===== src/rtl/tlk2711_pkg.sv =====
// Shared codes, header words, mode encodings and state enum for the TLK2711 TX path.
package tlk2711_pkg;

    localparam logic [15:0] K_SYNC   = 16'hC5BC;
    localparam logic [15:0] K_SOF    = 16'h5CFB;
    localparam logic [15:0] K_EOF    = 16'hFDFE;
    localparam logic [15:0] HEAD0    = 16'hE116;
    localparam logic [15:0] HEAD1    = 16'hEB90;
    localparam logic [15:0] TX_IND   = 16'h0081;
    localparam logic [15:0] FILE_END = 16'h0181;

    localparam logic [3:0] MODE_NORM     = 4'd0;
    localparam logic [3:0] MODE_LOOPBACK = 4'd1;
    localparam logic [3:0] MODE_KCODE    = 4'd2;

    typedef enum logic [3:0] {
        S_IDLE, S_SYNC, S_SOF, S_HEAD0, S_HEAD1, S_SIGN, S_NUM,
        S_LEN, S_DATA, S_TAIL, S_EOF, S_GAP, S_LOOP, S_KCODE
    } state_t;

endpackage


===== src/rtl/tlk2711_tx_tail_calc.sv =====
// Frame tail field: fixed byte count, or running 16-bit sum of the words fed in.
module tlk2711_tx_tail_calc #(
    parameter int SLOT_WORDS = 435
) (
    input  logic        clk,
    input  logic        rst,
    input  logic        clear,
    input  logic        acc_en,
    input  logic        tail_mode,
    input  logic [15:0] word,
    output logic [15:0] tail
);
    // SIGN + NUM + LEN + slot, counted in bytes
    localparam logic [15:0] BYTE_COUNT = 16'((2 * (3 + SLOT_WORDS)) % 65536);

    logic [15:0] sum_reg;

    always_ff @(posedge clk or posedge rst) begin
        if (rst)
            sum_reg <= '0;
        else if (clear)
            sum_reg <= '0;
        else if (acc_en)
            sum_reg <= sum_reg + word;
    end

    assign tail = tail_mode ? sum_reg : BYTE_COUNT;

endmodule


===== src/rtl/tlk2711_tx_framer.sv =====
// TLK2711 transmit framer: sync preamble, framed slots with padding and tail, gaps,
// plus loopback counter and K-code idle modes. All pin outputs are registered.
module tlk2711_tx_framer
    import tlk2711_pkg::*;
#(
    parameter int SYNC_CYCLES = 100000,
    parameter int GAP_CYCLES  = 257,
    parameter int SLOT_WORDS  = 435,
    parameter int FCNT_W      = 16
) (
    input  logic              clk,
    input  logic              rst,
    input  logic              i_soft_reset,
    input  logic [3:0]        i_tx_mode,
    input  logic              i_tx_start,
    input  logic              i_tx_stop,
    input  logic [15:0]       i_body_len,
    input  logic [15:0]       i_tail_len,
    input  logic [FCNT_W-1:0] i_body_num,
    input  logic              i_tail_mode,
    input  logic              i_data_avail,
    input  logic              i_data_valid,
    input  logic [15:0]       i_data,
    output logic              o_data_ready,
    output logic              o_busy,
    output logic              o_frame_done,
    output logic              o_tx_interrupt,
    output logic              o_underflow,
    output logic              o_2711_tkmsb,
    output logic              o_2711_tklsb,
    output logic              o_2711_enable,
    output logic              o_2711_loopen,
    output logic              o_2711_lckrefn,
    output logic [15:0]       o_2711_txd
);
    localparam logic [31:0] SYNC_LAST = 32'(SYNC_CYCLES - 1);
    localparam logic [31:0] GAP_LAST  = 32'(GAP_CYCLES - 1);
    localparam logic [31:0] SLOT_LAST = 32'(SLOT_WORDS - 1);

    state_t            state_reg, state_next;
    logic [31:0]       cnt_reg, cnt_next;
    logic [FCNT_W-1:0] fidx_reg;
    logic [15:0]       len_reg;
    logic              last_reg, stop_reg, uflow_reg;
    logic [15:0]       txd_reg;
    logic [1:0]        tk_reg;
    logic              enable_reg, loopen_reg, frame_done_reg, irq_reg;

    logic [16:0] nwords;
    logic        payload, in_frame, acc_en, tail_clear;
    logic [15:0] word, tail_word;
    logic [1:0]  tk;
    logic        uflow_set, irq_set;

    assign nwords   = ({1'b0, len_reg} + 17'd1) >> 1;
    assign payload  = (state_reg == S_DATA) && (cnt_reg < 32'(nwords));
    assign in_frame = !(state_reg inside {S_IDLE, S_LOOP, S_KCODE});

    always_comb begin
        state_next = state_reg;
        cnt_next   = cnt_reg + 32'd1;
        word       = 16'h0000;
        tk         = 2'b00;
        uflow_set  = 1'b0;
        irq_set    = 1'b0;
        case (state_reg)
            S_IDLE: begin
                cnt_next = '0;
                if (i_tx_start) begin
                    if (i_tx_mode == MODE_LOOPBACK)
                        state_next = S_LOOP;
                    else if (i_tx_mode == MODE_KCODE)
                        state_next = S_KCODE;
                    else
                        state_next = S_SYNC;
                end
            end
            S_SYNC: begin
                word = K_SYNC;
                tk   = 2'b01;
                if (cnt_reg >= SYNC_LAST) begin
                    cnt_next = cnt_reg;
                    if (i_data_avail)
                        state_next = S_SOF;
                end
            end
            S_SOF: begin
                word       = K_SOF;
                tk         = 2'b11;
                state_next = S_HEAD0;
            end
            S_HEAD0: begin
                word       = HEAD0;
                state_next = S_HEAD1;
            end
            S_HEAD1: begin
                word       = HEAD1;
                state_next = S_SIGN;
            end
            S_SIGN: begin
                word       = last_reg ? FILE_END : TX_IND;
                state_next = S_NUM;
            end
            S_NUM: begin
                word       = 16'(fidx_reg);
                state_next = S_LEN;
            end
            S_LEN: begin
                word       = len_reg;
                state_next = S_DATA;
            end
            S_DATA: begin
                // Slot tail past the payload is zero padding, never pulled from upstream
                if (payload) begin
                    if (i_data_valid) begin
                        word = i_data;
                        if (len_reg[0] && (cnt_reg == 32'(nwords) - 32'd1))
                            word[15:8] = 8'h00;
                    end else begin
                        uflow_set = 1'b1;
                    end
                end
                if (cnt_reg == SLOT_LAST)
                    state_next = S_TAIL;
            end
            S_TAIL: begin
                word       = tail_word;
                state_next = S_EOF;
            end
            S_EOF: begin
                word       = K_EOF;
                tk         = 2'b11;
                state_next = S_GAP;
            end
            S_GAP: begin
                word = K_SYNC;
                tk   = 2'b01;
                if (cnt_reg >= GAP_LAST) begin
                    cnt_next = cnt_reg;
                    if (last_reg || stop_reg) begin
                        state_next = S_IDLE;
                        irq_set    = last_reg;
                    end else if (i_data_avail) begin
                        state_next = S_SOF;
                    end
                end
            end
            S_LOOP: begin
                word = cnt_reg[15:0];
                tk   = 2'b11;
            end
            S_KCODE: begin
                word = K_SYNC;
                tk   = 2'b01;
            end
            default: state_next = S_IDLE;
        endcase
        if (state_next != state_reg)
            cnt_next = '0;
    end

    always_ff @(posedge clk or posedge rst) begin
        if (rst) begin
            state_reg      <= S_IDLE;
            cnt_reg        <= '0;
            fidx_reg       <= '0;
            len_reg        <= '0;
            last_reg       <= 1'b0;
            stop_reg       <= 1'b0;
            uflow_reg      <= 1'b0;
            txd_reg        <= '0;
            tk_reg         <= '0;
            enable_reg     <= 1'b0;
            loopen_reg     <= 1'b0;
            frame_done_reg <= 1'b0;
            irq_reg        <= 1'b0;
        end else begin
            enable_reg <= 1'b1;
            if (i_soft_reset) begin
                state_reg      <= S_IDLE;
                cnt_reg        <= '0;
                fidx_reg       <= '0;
                last_reg       <= 1'b0;
                stop_reg       <= 1'b0;
                uflow_reg      <= 1'b0;
                txd_reg        <= '0;
                tk_reg         <= '0;
                loopen_reg     <= 1'b0;
                frame_done_reg <= 1'b0;
                irq_reg        <= 1'b0;
            end else begin
                state_reg      <= state_next;
                cnt_reg        <= cnt_next;
                txd_reg        <= word;
                tk_reg         <= tk;
                loopen_reg     <= (state_reg == S_LOOP);
                frame_done_reg <= (state_reg == S_EOF);
                irq_reg        <= irq_set;
                if (state_reg == S_IDLE && i_tx_start) begin
                    fidx_reg  <= '0;
                    uflow_reg <= 1'b0;
                    stop_reg  <= 1'b0;
                    last_reg  <= 1'b0;
                end else begin
                    if (uflow_set)
                        uflow_reg <= 1'b1;
                    if (i_tx_stop && in_frame)
                        stop_reg <= 1'b1;
                end
                if (state_reg == S_SOF) begin
                    len_reg  <= (fidx_reg == i_body_num) ? i_tail_len : i_body_len;
                    last_reg <= (fidx_reg == i_body_num);
                end
                if (state_reg == S_EOF)
                    fidx_reg <= fidx_reg + 1'b1;
            end
        end
    end

    assign acc_en     = !i_soft_reset && (state_reg inside {S_SIGN, S_NUM, S_LEN, S_DATA});
    assign tail_clear = i_soft_reset || (state_reg == S_SOF);

    tlk2711_tx_tail_calc #(
        .SLOT_WORDS(SLOT_WORDS)
    ) u_tail (
        .clk       (clk),
        .rst       (rst),
        .clear     (tail_clear),
        .acc_en    (acc_en),
        .tail_mode (i_tail_mode),
        .word      (word),
        .tail      (tail_word)
    );

    assign o_data_ready   = payload;
    assign o_busy         = (state_reg != S_IDLE);
    assign o_frame_done   = frame_done_reg;
    assign o_tx_interrupt = irq_reg;
    assign o_underflow    = uflow_reg;
    assign o_2711_tkmsb   = tk_reg[1];
    assign o_2711_tklsb   = tk_reg[0];
    assign o_2711_enable  = enable_reg;
    assign o_2711_lckrefn = enable_reg;
    assign o_2711_loopen  = loopen_reg;
    assign o_2711_txd     = txd_reg;

endmodule


===== config.mk =====
export PLATFORM = sky130hd
export DESIGN_NAME = tlk2711_tx_framer
export DESIGN_NICKNAME = d
export VERILOG_FILES = /design/src/rtl/tlk2711_pkg.sv /design/src/rtl/tlk2711_tx_tail_calc.sv /design/src/rtl/tlk2711_tx_framer.sv
export SDC_FILE = /design/constraint.sdc
export NUM_CORES = 1
export LEC_CHECK = 0
export CAP_MARGIN = 20
export CORE_AREA = 2 2 123 155
export CTS_CLUSTER_DIAMETER = 30
export DETAILED_ROUTE_END_ITERATION = 16
export DIE_AREA = 0 0 125 157
export HOLD_SLACK_MARGIN = 0.03
export PLACE_DENSITY = 0.77
export SYNTH_ARGS = -nofsm -noshare
export SYNTH_HDL_FRONTEND = slang
export SYNTH_SLANG_ARGS = --single-unit

===== constraint.sdc =====
create_clock -name clk -period 5.5 [get_ports clk]
set_input_delay 1.65 -clock clk [delete_from_list [all_inputs] [get_ports clk]]
set_output_delay 1.65 -clock clk [all_outputs]
set_load 0.005 [all_outputs]

==> impl_metrics.py <==
metrics = {
    "run_status": {
        "outcome": "complete, no violations",
    },
    "clock_tree": {
        "clkSinkCount": 109,
        "cts_root_buf": "clkbuf_16",
        "h-tree-depth": 3,
        "cts_buffers": 9,
        "cts.clk_slew.worst_paths_ps": 80,
        "clock_latency_ps": 370,
        "cts.path.max_buffers": 2,
        "cts_tree": "yes",
        "cts_hold_buf": 0,
    },
    "timing": {
        "finalWorstPathRequiredPeriod_ps": 5340,
        "slew_violations": 0,
        "finalCritPeriodShare_pct": 97.1,
        "fin_tns_setup_ps": 0,
        "fin_worst_skew_ps": 12.7,
        "rsz0062_at_grt": "yes",
        "slew_headroom_pct": 26.8,
        "timing.hold.ws_ps": 531,
        "fmax_mhz": 187,
        "finalHoldViolations": 0,
        "setup_viol": 0,
        "worstMarginPinSlew_ps": 1100,
    },
    "power_and_ir_drop": {
        "p_clk_share_pct": 16.7,
        "cellPowerDensity_mw_per_mm2": 356,
        "pwr-share-seq_pct": 27.3,
        "p_int_uw": 2250,
        "power.leakage_uw": 0.00462,
        "p_switching_uw": 1730,
        "power.total_uw": 3980,
        "pwr-share-comb_pct": 56.0,
        "p_sw_share_pct": 43.5,
        "ir_drop_mv": 0.217,
    },
    "layout": {
        "fin_cells": 1448,
        "nFillCells": 1568,
        "mostFrequentLayoutCells": "nor2_1, dfrtp_1, clkdlybuf4s50_1, nand2_1, buf_4",
        "area_growth_pct": 25.9,
        "n_antenna_cell": 0,
        "drive_above_1_share_pct": 16.5,
        "largest_reg_flops": 32,
        "nets": 1327,
        "post-route-cell-area_sq_mm": 0.0112,
        "final_common_cell": "nor2_1",
    },
    "route": {
        "drc": 0,
        "avgViaCountPerCell": 6.42,
        "drtPass1Iterations": 6,
        "vias": 9303,
        "ant_nets": 0,
        "drt_iter0_drc": 1065,
        "routed_wl_um": 29500,
        "wl_per_cell_um": 20.4,
    },
    "logic_synthesis": {
        "syn_inst": 1093,
        "synth_top_area_share_pct": 30.7,
        "synth_seq_area_share_pct": 30.7,
        "synth_cell_types": 95,
        "synth_top_area_cell": "dfrtp_1",
        "synth_area_leaders": "dfrtp_1, xnor2_1, nor2_1",
        "synth-seq-cells": 109,
        "async_flop_share_pct": 100,
        "ys.flop_type": "dfrtp_1",
        "synth_area_sq_mm": 0.00889,
        "synth_nets": 1205,
        "synth_area_per_cell_sq_um": 8.13,
        "synth_warnings": 0,
        "synth_edf_count": 0,
    },
    "die": {
        "die_h_um": 157,
        "start_util_pct": 49.3,
        "ios": 102,
        "num_rows": 55,
        "core_area_sq_mm": 0.0180,
        "die_x_um": 125,
        "die_area_sq_mm": 0.0196,
    },
    "critical_path": {
        "cp_num_buf_inv": 4,
        "path_max_fanout": 8,
        "end_kind": "flip-flop",
        "crit_arrival_ps": 5580,
        "cp_slowest_stage_delay_ps": 560,
        "crit_required_ps": 5740,
        "critPathSlowestCell": "or4_4",
        "crit_top_cell": "a21o_1",
        "critical_path.top_delay_family": "simple AND/OR/NAND/NOR gates",
        "crit_type": "flip-flop to flip-flop",
        "start_kind": "flip-flop",
    },
    "placement": {
        "placed_area_sq_mm": 0.0105,
        "place_hpwl_um": 21600,
        "numPortBuffers": 101,
        "gp_congestion": 0.979,
        "placed_cells": 1422,
    },
    "global_routing": {
        "grt_max_degree": 110,
        "grtUsageTotal_pct": 29.2,
        "antenna_found_initial": 0,
        "grt_first_pass_wirelength_um": 45700,
        "grt_pass1_vias": 8646,
        "grt_overflow": 0,
    },
    "min_path": {
        "hp-class": "flip-flop to flip-flop",
    },
    "flow_run": {
        "cap_violations": 0,
    },
}
metal layers:
layer | up-vias | part of all wire (%) | GRT usage, %
li1 | 4234 | - | -
met1 | 4443 | 37 | 34.4
met2 | 487 | 49 | 50.4
met3 | 139 | 7.8 | 4.32
met4 | 0 | 6.3 | 17.6
met5 | - | 0 | 0
final timing paths:
kind	start	endpoint	slack [ps]	cells after the start
worst min-delay path	cnt_reg[23]	cnt_reg[23]	530	1
worst min register to register	cnt_reg[23]	cnt_reg[23]	530	1
max in group asynchronous	rst	len_reg[2]	3240	3
min in group asynchronous	rst	fidx_reg[5]	1760	3
worst max-delay path	len_reg[0]	u_tail.sum_reg[14]	160	28
worst max register to register	len_reg[0]	u_tail.sum_reg[14]	160	28
cells in the mapped netlist, types with 9 or more instances:
cell type / instances
xor2_1: 9
nand2_1: 84
nor3_1: 32
inv_1: 33
nor4_1: 14
nor2_1: 123
nand4_1: 22
a21oi_1: 90
nor2b_1: 15
nand3_1: 41
a22oi_1: 10
a31oi_1: 17
ha_1: 35
o21ai_0: 80
dfrtp_1: 109
xnor2_1: 53
a211oi_1: 11
or3_1: 11
a21o_1: 14
mux2i_1: 18
clkbuf_1: 60
a311oi_1: 10
and3_1: 27
through the flow:
stage | setup WS, ps | utilization (%)
after CTS | -7.21 | 60.2
after floorplan | 18.6 | -
final | 160 | 62.0
after detailed placement | -142 | 58.1
after global routing | -77.5 | 62.0
after global placement | 83.6 | 58.1
power groups by stage:
stage / Combinational, uW / Sequential [uW] / Clock, uW
finish: 2230 / 1090 / 665
global placement: 1970 / 1080 / 0
detailed placement: 2010 / 1080 / 0
CTS: 2060 / 1070 / 670
floorplan: 1410 / 1020 / 0
global route: 2400 / 1090 / 702
kinds of logic after synthesis:
logic type	after synthesis	share of synthesized area (%)
buffers and inverters	113	5.39
AO/OA/AOI/OAI	311	23.5
multiplexers	22	2.62
other	1	0.0422
AND/OR/NAND/NOR	434	25.4
adder cells (fa/ha/maj)	37	5.28
flip-flops	109	30.7
XOR/XNOR	66	7.14
timing repair:
item                       CTS  global route
pin swaps                    7            32
buffers inserted             1             8
setup endpoints to repair    4             7
resized for setup           14            57
gates cloned                 0             0
area by class of cell:
type,count,area [sq um],area share [%]
well taps,228,285,2.55
flip-flops and latches,109,2730,24.4
multi-input cells,871,6040,54.0
repair buffers,190,1710,15.3
clock inverters,5,40.0,0.358
clock buffers,11,253,2.26
inverters,34,130,1.16
No activity file was read; power rests on OpenSTA's default activity.
